**src/rtl/ysyx_22041461_ifu_if.sv**
```systemverilog
// Instruction-memory bus of the ysyx_22041461 fetch unit.
// The request and response share one valid/ready style handshake bundle;
// the fetch unit is the master and the instruction memory the slave.
interface ysyx_22041461_ifu_if;
  logic        imem_req_valid;
  logic        imem_req_ready;
  logic [63:0] imem_addr;
  logic        imem_resp_valid;
  logic [31:0] imem_rdata;

  modport master (
    output imem_req_valid,
    output imem_addr,
    input  imem_req_ready,
    input  imem_resp_valid,
    input  imem_rdata
  );

  modport slave (
    input  imem_req_valid,
    input  imem_addr,
    output imem_req_ready,
    output imem_resp_valid,
    output imem_rdata
  );
endinterface

```
**src/rtl/ysyx_22041461_ifu.sv**
```systemverilog
// Instruction-fetch unit of the ysyx_22041461 RV64 pipeline.
// Keeps the fetch PC, issues one instruction request at a time, buffers the
// returned instruction for decode and drops wrong-path responses after a
// redirect from decode.
// Optional feature macro: YSYX_22041461_PC_ALIGN_CHK_EN enables detection of
// a misaligned fetch PC, which is reported to decode as a marker entry
// instead of being fetched.
//
// state  | meaning
// S_REQ  | idle, may issue a request when the output buffer is free
// S_WAIT | one request outstanding, waiting for its response
module ysyx_22041461_ifu #(
  parameter logic [63:0] RESET_PC = 64'h0000_0000_8000_0000
) (
  input  logic                       clk,
  input  logic                       rst,
  input  logic                       IF_ctrl,
  input  logic [63:0]                next_pc,
  input  logic                       ID_ready,
  ysyx_22041461_ifu_if.master        imem,
  output logic [31:0]                inst,
  output logic [63:0]                pc,
  output logic                       IF_valid_out,
  output logic                       misalign
);

  localparam logic [31:0] NOP = 32'h0000_0013;

  typedef enum logic {
    S_REQ  = 1'b0,
    S_WAIT = 1'b1
  } state_t;

  state_t      state;
  logic [63:0] fetch_pc;
  logic [63:0] req_pc;
  logic        kill;
  logic        out_valid;
  logic [31:0] inst_q;
  logic [63:0] pc_q;
  logic        free;
  logic        fetch_ok;
  logic        accept;

`ifdef YSYX_22041461_PC_ALIGN_CHK_EN
  logic        mis_q;
  logic        mis_done;
  logic        pc_misaligned;

  assign pc_misaligned  = |fetch_pc[1:0];
  // A misaligned PC is never sent to memory; fetch parks until a redirect.
  assign fetch_ok       = !pc_misaligned;
  assign imem.imem_addr = fetch_pc;
  assign misalign       = mis_q;
`else
  assign fetch_ok       = 1'b1;
  assign imem.imem_addr = {fetch_pc[63:2], 2'b00};
  assign misalign       = 1'b0;
`endif

  // The buffer can take a new entry if it is empty or being consumed now.
  assign free                = !out_valid || ID_ready;
  assign imem.imem_req_valid = !rst && (state == S_REQ) && free && fetch_ok;
  assign accept              = imem.imem_req_valid && imem.imem_req_ready;

  assign inst         = inst_q;
  assign pc           = pc_q;
  assign IF_valid_out = out_valid;

  // Fetch FSM, fetch PC, wrong-path kill flag and the decode output buffer.
  always_ff @(posedge clk) begin
    if (rst) begin
      state     <= S_REQ;
      fetch_pc  <= RESET_PC;
      req_pc    <= '0;
      kill      <= 1'b0;
      out_valid <= 1'b0;
      inst_q    <= NOP;
      pc_q      <= '0;
`ifdef YSYX_22041461_PC_ALIGN_CHK_EN
      mis_q     <= 1'b0;
      mis_done  <= 1'b0;
`endif
    end else if (IF_ctrl) begin
      // Redirect wins over everything; whatever is in flight becomes wrong-path.
      fetch_pc  <= next_pc;
      out_valid <= 1'b0;
`ifdef YSYX_22041461_PC_ALIGN_CHK_EN
      mis_done  <= 1'b0;
`endif
      case (state)
        S_REQ: begin
          if (accept) begin
            req_pc <= fetch_pc;
            state  <= S_WAIT;
            kill   <= 1'b1;
          end
        end
        S_WAIT: begin
          if (imem.imem_resp_valid) begin
            // The stale response lands right now, so nothing is left to kill.
            state <= S_REQ;
            kill  <= 1'b0;
          end else begin
            kill  <= 1'b1;
          end
        end
      endcase
    end else begin
      if (ID_ready) begin
        out_valid <= 1'b0;
      end
      case (state)
        S_REQ: begin
          if (accept) begin
            req_pc   <= fetch_pc;
            fetch_pc <= fetch_pc + 64'd4;
            state    <= S_WAIT;
          end
`ifdef YSYX_22041461_PC_ALIGN_CHK_EN
          else if (pc_misaligned && free && !mis_done) begin
            // Present the marker once, then stall until decode redirects.
            out_valid <= 1'b1;
            inst_q    <= NOP;
            pc_q      <= fetch_pc;
            mis_q     <= 1'b1;
            mis_done  <= 1'b1;
          end
`endif
        end
        S_WAIT: begin
          if (imem.imem_resp_valid) begin
            state <= S_REQ;
            if (kill) begin
              kill <= 1'b0;
            end else begin
              // A load overrides a same-cycle consume, keeping the new entry valid.
              out_valid <= 1'b1;
              inst_q    <= imem.imem_rdata;
              pc_q      <= req_pc;
`ifdef YSYX_22041461_PC_ALIGN_CHK_EN
              mis_q     <= 1'b0;
`endif
            end
          end
        end
      endcase
    end
  end

endmodule

```
**src/flat_wrapper.sv**
```systemverilog
// flat-port wrapper written by rule: the top's interface ports become plain ports
module ysyx_22041461_ifu_flat 
#(
  parameter logic [63:0] RESET_PC = 64'h0000_0000_8000_0000
)
  (clk, rst, IF_ctrl, next_pc, ID_ready, inst, pc, IF_valid_out, misalign, imem_imem_req_valid, imem_imem_addr, imem_imem_req_ready, imem_imem_resp_valid, imem_imem_rdata);
  ysyx_22041461_ifu_if imem_i ();
  input  logic clk;
  input  logic rst;
  input  logic IF_ctrl;
  input  logic [63:0] next_pc;
  input  logic ID_ready;
  output logic [31:0] inst;
  output logic [63:0] pc;
  output logic IF_valid_out;
  output logic misalign;
  output wire logic [$bits(imem_i.imem_req_valid)-1:0] imem_imem_req_valid;
  output wire logic [$bits(imem_i.imem_addr)-1:0] imem_imem_addr;
  input wire logic [$bits(imem_i.imem_req_ready)-1:0] imem_imem_req_ready;
  input wire logic [$bits(imem_i.imem_resp_valid)-1:0] imem_imem_resp_valid;
  input wire logic [$bits(imem_i.imem_rdata)-1:0] imem_imem_rdata;
  assign imem_imem_req_valid = imem_i.imem_req_valid;
  assign imem_imem_addr = imem_i.imem_addr;
  assign imem_i.imem_req_ready = imem_imem_req_ready;
  assign imem_i.imem_resp_valid = imem_imem_resp_valid;
  assign imem_i.imem_rdata = imem_imem_rdata;
  ysyx_22041461_ifu #(.RESET_PC(RESET_PC)) u_core (.clk(clk), .rst(rst), .IF_ctrl(IF_ctrl), .next_pc(next_pc), .ID_ready(ID_ready), .imem(imem_i), .inst(inst), .pc(pc), .IF_valid_out(IF_valid_out), .misalign(misalign));
endmodule
```
**config.mk**
```make
export PLATFORM = sky130hd
export DESIGN_NAME = ysyx_22041461_ifu_flat
export DESIGN_NICKNAME = d
export VERILOG_FILES = /design/src/rtl/ysyx_22041461_ifu_if.sv /design/src/rtl/ysyx_22041461_ifu.sv /design/src/flat_wrapper.sv
export SDC_FILE = /design/constraint.sdc
export NUM_CORES = 1
export LEC_CHECK = 0
export ABC_AREA = 1
export CORE_UTILIZATION = 35
export DETAILED_ROUTE_END_ITERATION = 6
export HOLD_SLACK_MARGIN = 0.08
export PLACE_DENSITY = 0.58
export SKIP_CTS_REPAIR_TIMING = 1
export SYNTH_ARGS = -nofsm -noshare
export SYNTH_HDL_FRONTEND = slang
export SYNTH_SLANG_ARGS = --single-unit
```
**constraint.sdc**
```tcl
create_clock -name clk -period 2.39 [get_ports clk]
set_input_delay 0.3585 -clock clk [delete_from_list [all_inputs] [get_ports clk]]
set_output_delay 0.3585 -clock clk [all_outputs]
set_load 0.005 [all_outputs]
```
Word level (Yosys, flattened, before mapping):

Cells that the tools add are included.

* register bits after elaboration: 227
* input bits: 102
* output and inout bits: 163
* logic and storage cells: 42

* add/sub/neg operators: 1
* equality and inequality tests: 2
* multiplexer cells: 15
* bitwise logic cells: 3
* reductions and logical operators: 14

Operators by type and width (number)
* 64-bit 2-to-1 mux: 3
* 64-bit by 3-bit adder with 64-bit output, second input constant: 1
* 1-bit 2-to-1 mux: 10
* 2-bit nonzero test: 3
* 1-bit one-hot mux with 2 select lines: 2
* 2-bit AND reduction: 2
* 4-bit AND reduction: 1
* 1-bit logical AND: 3
* 3-bit by 2-bit inequality test with 1-bit output, second input constant: 1
* 1-bit NOT: 3
* 3-bit AND reduction: 1
* 1-bit zero test: 2
* 2-bit inequality test, second input constant: 1
* 2-bit OR reduction: 1
* 1-bit logical OR: 1

Logic depth before layout (Yosys ltp):

Gate-level depths: netlist (run 1).

* word-level depth: 7
* depth in mapped cells: 12
* gate-level depth less buffers: 12

Least setup slack after synthesis (run 1):

Ideal clock, no wire load.

* path kind: register -> register
* start: reg u_core.fetch_pc[2]
* end: reg u_core.fetch_pc[60]
* setup time: 109 ps
* data arrival time: 1500 ps
* data required time: 2281 ps
* slack: 781 ps
* cell stages (with the launch flop): 13
* path buffers: 0
* clock period less this slack: 1609 ps
* path through: dfxtp_1 ha_1 inv_1 nor2_4 nand2_4 nor2_4 nand2_2 nor2_1 nand3_1 nand2_1 nand3_1 nand2_1 inv_1

* longest elaborated chain between the ends: 4

RTL lines
* start: declaration: line ysyx_22041461_ifu.sv:35 `logic [63:0] fetch_pc;`
* start signal: assignment: line ysyx_22041461_ifu.sv:86 `fetch_pc <= next_pc;`
* start signal: assignment: line ysyx_22041461_ifu.sv:117 `fetch_pc <= fetch_pc + 64'd4;`
* 64-bit by 3-bit adder with 64-bit output: line ysyx_22041461_ifu.sv:117
* 64-bit 2-to-1 mux: line ysyx_22041461_ifu.sv:115 `if (accept) begin`
* 64-bit 2-to-1 mux: line ysyx_22041461_ifu.sv:113 `case (state)`
* 64-bit 2-to-1 mux: line ysyx_22041461_ifu.sv:84 `end else if (IF_ctrl) begin`

No other way between the ends. The select of a mux whose other input is x is not followed.
A chain may end at the register's enable or synchronous reset.

Final worst setup path (run 1):

* start: reg u_core.fetch_pc[3]
* end: reg u_core.fetch_pc[60]

The elaborated chain is that of the path after synthesis.

==> run metrics, run 1 <==
Initial Util 36.0%; crit path capture type flop; end of the worst hold path u_core.IF_valid_out$_SDFF_PP0_; #FFs+latches synth 227; Worst-Margin Slew 0.608 ns; antenna-violating nets left 0; final core utilization 48.0%; RSZ-0062 raised after global routing false; Yosys top cell area share 42.1%; Max clock buf depth 3; Area growth syn-to-layout 33.5%; commonest non-fill, non-tap cells in the layout 275 x nand2_1, 259 x clkdlybuf4s50_1, 227 x dfxtp_1, 207 x nor2_1, 203 x o21ai_0; DR pass1 iterations 5; peak supply drop 0.409 mV; worst-path cell chain ha_1, inv_1, nor2_4, nand2_4, nor2_4, nand2_2, nor2_1, buf_4, nand3_1, nand2_1, nand3_1, nand2_1, inv_1; num ports 265; internal reg-to-reg setup slack 0.26 ns; Slowest-stage cell, CP dfxtp_1; clock share of power 46.0%; CP Data Required Time 2.82 ns; sequential cell area fraction in the yosys report 42.1%; Iteration-0 DRC Markers 575; Core Region 30,000 sq um; Avg Cell Area, Syn 6.92 sq um; Arr. time, crit path 2.57 ns; DP Wirelength 26.0 mm; clk_lat worst skew 0.53 ns; max cap viols 0; worst hold path type input pin to flop; Antenna Cells 0; Finish-stage setup viols 0; chip width 178 um; number of slew-limit violations in the final report 0; NetSw 2.26 mW; most area-consuming cells after synthesis dfxtp_1 42%, nand2_1 9.6%, o21ai_0 9.4%; Comb power frac 10.6%; IO Port Bufs 261; Critical R2R Launch u_core.fetch_pc[3]$_SDFFE_PP0P_; Wirelength per Cell 16.1 um; CTS tree done; CTS root buf clkbuf_16; vias post-DR 10,400; fillers 3,068; overall power 9.49 mW; final wirelength 34.9 mm; Reg2Reg Capture Point u_core.fetch_pc[60]$_SDFFE_PP0P_; total gr overflow 0; share of cells above drive strength 1 7.22%; GRT Util Overall 21.9%; fin crit period 2.13 ns; Slew Limit Headroom 59.5%; Worst R2R Path Depth 13; die height 178 um; sequential share of power 43.4%; internal power 7.23 mW; Hold Startpoint IF_ctrl; slowest stage delay, CP 0.45 ns; switching portion of total power 23.8%; TritonCTS Buffers 27; H-tree depth 1; # rows 63; Leak Pwr 5.64 nW; Setup CP Type flop to flop; synthesized instance count 1,562; first-pass GRT wire length 54.6 mm; Worst-path clk slew 0.06 ns; pwr dens 658 nW/um^2; vias in the first global route 10,100; crit share post-route 89.3%; Vias/cell 4.81; fin nets 1,858; Max Freq 0.468 GHz; outcome complete, no violations; cell area after synthesis 10,800 sq um; gp weighted congestion 0.920; YS warnings 0; commonest non-fill, non-tap cell in the layout nand2_1; largest net degree at the start of global routing 86; Worst Hold Path Cells 4; final hold violations 0; antenna violations before repair 2; setup tns final 0 ns; crit-path max FO 5; clock skew 0.0114 ns; die area 31,600 sq um; Sink Count 227; DRC 0; Startpoint Class flop; largest area contributor in the netlist dfxtp_1; Synth cell types 38
## per-stage QoR
step                      worst slack, ns  instance area, sq um  instances  hold WS, ns
final                               0.255                 14400       2164        0.288
after global routing               0.0686                 14400       2164        0.321
after CTS                           0.261                 14400       2164        0.271
after detailed placement            0.234                 13500       2116        0.442
after global placement              0.269                 13500       2116        0.436
after floorplan                     0.781                 10800       1564        0.430
## Yosys cell counts, drive strengths merged
master	number
o21bai	1
nand3	74
a31oi	16
nand3b	3
ha	1
nand2	284
o21ai	209
o211ai	4
xor2	13
dfxtp	227
clkinv	2
inv	178
nor3	6
nor3b	1
conb	1
or2	2
xnor2	3
nand4	13
a21oi	157
nor2	224
a22o	1
clkbuf	48
dlygate4sd1	1
buf	93
## final cells by class
type / count / area (sq um) / area share [%]
multi-input combinational: 1015 / 4760 / 33.0
sequential: 227 / 4540 / 31.5
timing repair buffer: 304 / 3000 / 20.8
clock buffer: 38 / 797 / 5.53
inverter: 180 / 678 / 4.70
tap: 390 / 488 / 3.38
clock inverter: 10 / 160 / 1.11
## how the worst max path moves through the flow
stage,startpoint,slack [ns],cells past startpoint,endpoint
3_3_place_gp,ID_ready,0.27,13,u_core.fetch_pc[53]$_SDFFE_PP0P_
2_1_floorplan,u_core.fetch_pc[2]$_SDFFE_PP0P_,0.78,12,u_core.fetch_pc[60]$_SDFFE_PP0P_
6_report,u_core.fetch_pc[3]$_SDFFE_PP0P_,0.26,13,u_core.fetch_pc[60]$_SDFFE_PP0P_
5_1_grt,u_core.fetch_pc[3]$_SDFFE_PP0P_,0.07,13,u_core.fetch_pc[60]$_SDFFE_PP0P_
3_5_place_dp,ID_ready,0.23,13,u_core.fetch_pc[61]$_SDFFE_PP0P_
4_1_cts,u_core.fetch_pc[3]$_SDFFE_PP0P_,0.26,13,u_core.fetch_pc[60]$_SDFFE_PP0P_
## worst max-delay path, delay by kind of cell, from the launching register on
kind	cells	cell delay, ns
AND/OR/NAND/NOR	9	1.06
flip-flops	1	0.45
buffers and inverters	3	0.28
adder cells (fa/ha/maj)	1	0.25
## cell families (layout without fill, tap and decap cells)
kind of cell | count (synthesis) | after routing | synth area share [%]
other | 1 | 3 | 0.0347
buffers and inverters | 322 | 532 | 14.1
DFF | 227 | 227 | 42.1
AOI/OAI and AO/OA | 388 | 388 | 18.3
adders and majority gates | 1 | 1 | 0.116
xor gates and xnor gates | 16 | 16 | 1.30
and+or+nand+nor | 607 | 607 | 24.1
## state kept, by name (all words and copies together), names as in the netlist
register / cells
u_core.IF_valid_out: 1
u_core.fetch_pc: 64
u_core.inst: 32
u_core.kill: 1
u_core.pc: 64
u_core.req_pc: 64
u_core.state: 1
## power groups by stage
stage               clock (mW)  sequential (mW)  combinational (mW)
floorplan                    0             4.16               0.549
global placement             0             4.20               0.999
detailed placement           0             4.20                1.01
CTS                       4.48             4.12                1.02
global route              4.64             4.14                1.12
finish                    4.37             4.12                1.01
## layer usage
metal  up-vias  routed length (um)  track usage, %
met5         -                  25               0
met4         4                 679            5.41
met3        47                2520            4.95
met2       307               15900            36.7
met1      4737               15800            28.4
li1       5323                   -               -
Power figures use the tool's default switching activity.
==> run 2: changes to the inputs <==
Settings changed: PLACE_DENSITY 0.58 to 0.71, TNS_END_PERCENT set to 50.
==> run 2 against run 1 <==
  * Via count up 1.2%
  * Total power shrank 2.6%
  * Highest routed layer unchanged
  * Critical endpoint is now imem_imem_req_valid
  * Clock-buffer cell count increased by 1
  * Wire length shrank 1.2%
  * Sequential power is essentially flat
  * Register-to-register slack gained 0.12 ns
==> run metrics, run 2 (synthesis results as in run 1) <==
first-pass GRT wire length 54.5 mm; Initial Util 36.0%; crit share post-route 84.6%; Worst-path clk slew 0.06 ns; Max clock buf depth 3; commonest non-fill, non-tap cell in the layout nand2_1; TritonCTS Buffers 26; largest net degree at the start of global routing 109; total gr overflow 0; die area 31,600 sq um; final wirelength 34.5 mm; RSZ-0062 raised after global routing false; CTS root buf clkbuf_16; peak supply drop 0.669 mV; crit-path max FO 3; gp weighted congestion 0.966; final worst slack 0.367 ns; Iteration-0 DRC Markers 615; CTS tree done; Wirelength per Cell 16.0 um; vias post-DR 10,500; H-tree depth 1; DR pass1 iterations 5; Area growth syn-to-layout 32.2%; clk_lat worst skew 0.54 ns; Worst-Margin Slew 0.529 ns; max cap viols 0; Leak Pwr 5.55 nW; fin crit period 2.02 ns; fin nets 1,846; num ports 265; Vias/cell 4.90; final hold violations 0; Slew Limit Headroom 64.7%; Setup CP Type input pin to output pin; DRC 0; CP Data Required Time 2.03 ns; antenna violations before repair 2; clock skew 0.0122 ns; outcome complete, no violations; worst slack, placed 0.188 ns; commonest non-fill, non-tap cells in the layout 275 x nand2_1, 259 x clkdlybuf4s50_1, 227 x dfxtp_1, 207 x nor2_1, 203 x o21ai_0; Finish-stage setup viols 0; Core Region 30,000 sq um; Arr. time, crit path 1.66 ns; number of slew-limit violations in the final report 0; die height 178 um; vias in the first global route 9,950; chip width 178 um; Max Freq 0.494 GHz; pwr dens 647 nW/um^2; # rows 63; Startpoint Class input pin; crit path capture type output pin; Sink Count 227; share of cells above drive strength 1 6.47%; DP Wirelength 25.6 mm; hold_ws 0.200 ns; setup tns final 0 ns; worst hold path type input pin to flop; GRT Util Overall 21.8%; IO Port Bufs 261; antenna-violating nets left 0
run 2: changes by cell type in the layout (fill, tap and decap cells not counted), sizes merged:
cell	delta
buf	-11
bufinv	-2
clkbuf	+1
clkinv	-1
clkinvlp	+1
diode	+1
run 2: per-layer routing:
layer	global-route usage (%)	vias up	part of all wire, %
met1	28.6	4850	44
met5	0	-	0.032
li1	-	5305	-
met3	4.48	49	7.2
met4	5.02	2	2.0
met2	36.4	334	47
run 2: worst max-delay path, stage by stage:
cell and delay (ns):
clkdlybuf4s50_1 0.50, inv_1 0.05, nand2_1 0.13, nand2_1 0.07, inv_1 0.05, clkdlybuf4s50_1 0.50
run 2: final timing paths:
| path | cells after the start | slack (ns) | end | startpoint |
|---|---|---|---|---|
| setup / recovery | 6 | 0.37 | imem_imem_req_valid | ID_ready |
| hold / removal | 3 | 0.20 | u_core.fetch_pc[0]$_SDFFE_PP0P_ | IF_ctrl |
| setup reg to reg | 12 | 0.38 | u_core.fetch_pc[60]$_SDFFE_PP0P_ | u_core.fetch_pc[2]$_SDFFE_PP0P_ |
| hold reg to reg | 2 | 0.45 | u_core.req_pc[1]$_SDFFE_PP0P_ | u_core.req_pc[1]$_SDFFE_PP0P_ |
run 2: stage by stage:
step / cell area, sq um / instances / power (mW) / utilization (%)
2_1_floorplan: 10800 / 1564 / 4.71 / -
3_3_place_gp: 13400 / 2105 / 5.19 / 44.6
3_5_place_dp: 13400 / 2105 / 5.22 / 44.6
4_1_cts: 14300 / 2152 / 9.35 / 47.6
5_1_grt: 14300 / 2152 / 9.63 / 47.6
6_report: 14300 / 2153 / 9.25 / 47.6
run 2: final cells by class:
cell class                      count  area (sq um)
Inverter                          180           678
Fill cell                        2995         15700
Tap cell                          390           488
Multi-Input combinational cell   1015          4760
Clock inverter                      8          95.1
Clock buffer                       39           791
Antenna cell                        1          2.50
Sequential cell                   227          4540
Timing Repair Buffer              293          2930
run 2: report_power, final:
group / total, mW / internal, mW / switching (mW)
Combinational: 1.00 / 0.517 / 0.485
Sequential: 4.13 / 3.97 / 0.160
Clock: 4.11 / 2.49 / 1.63
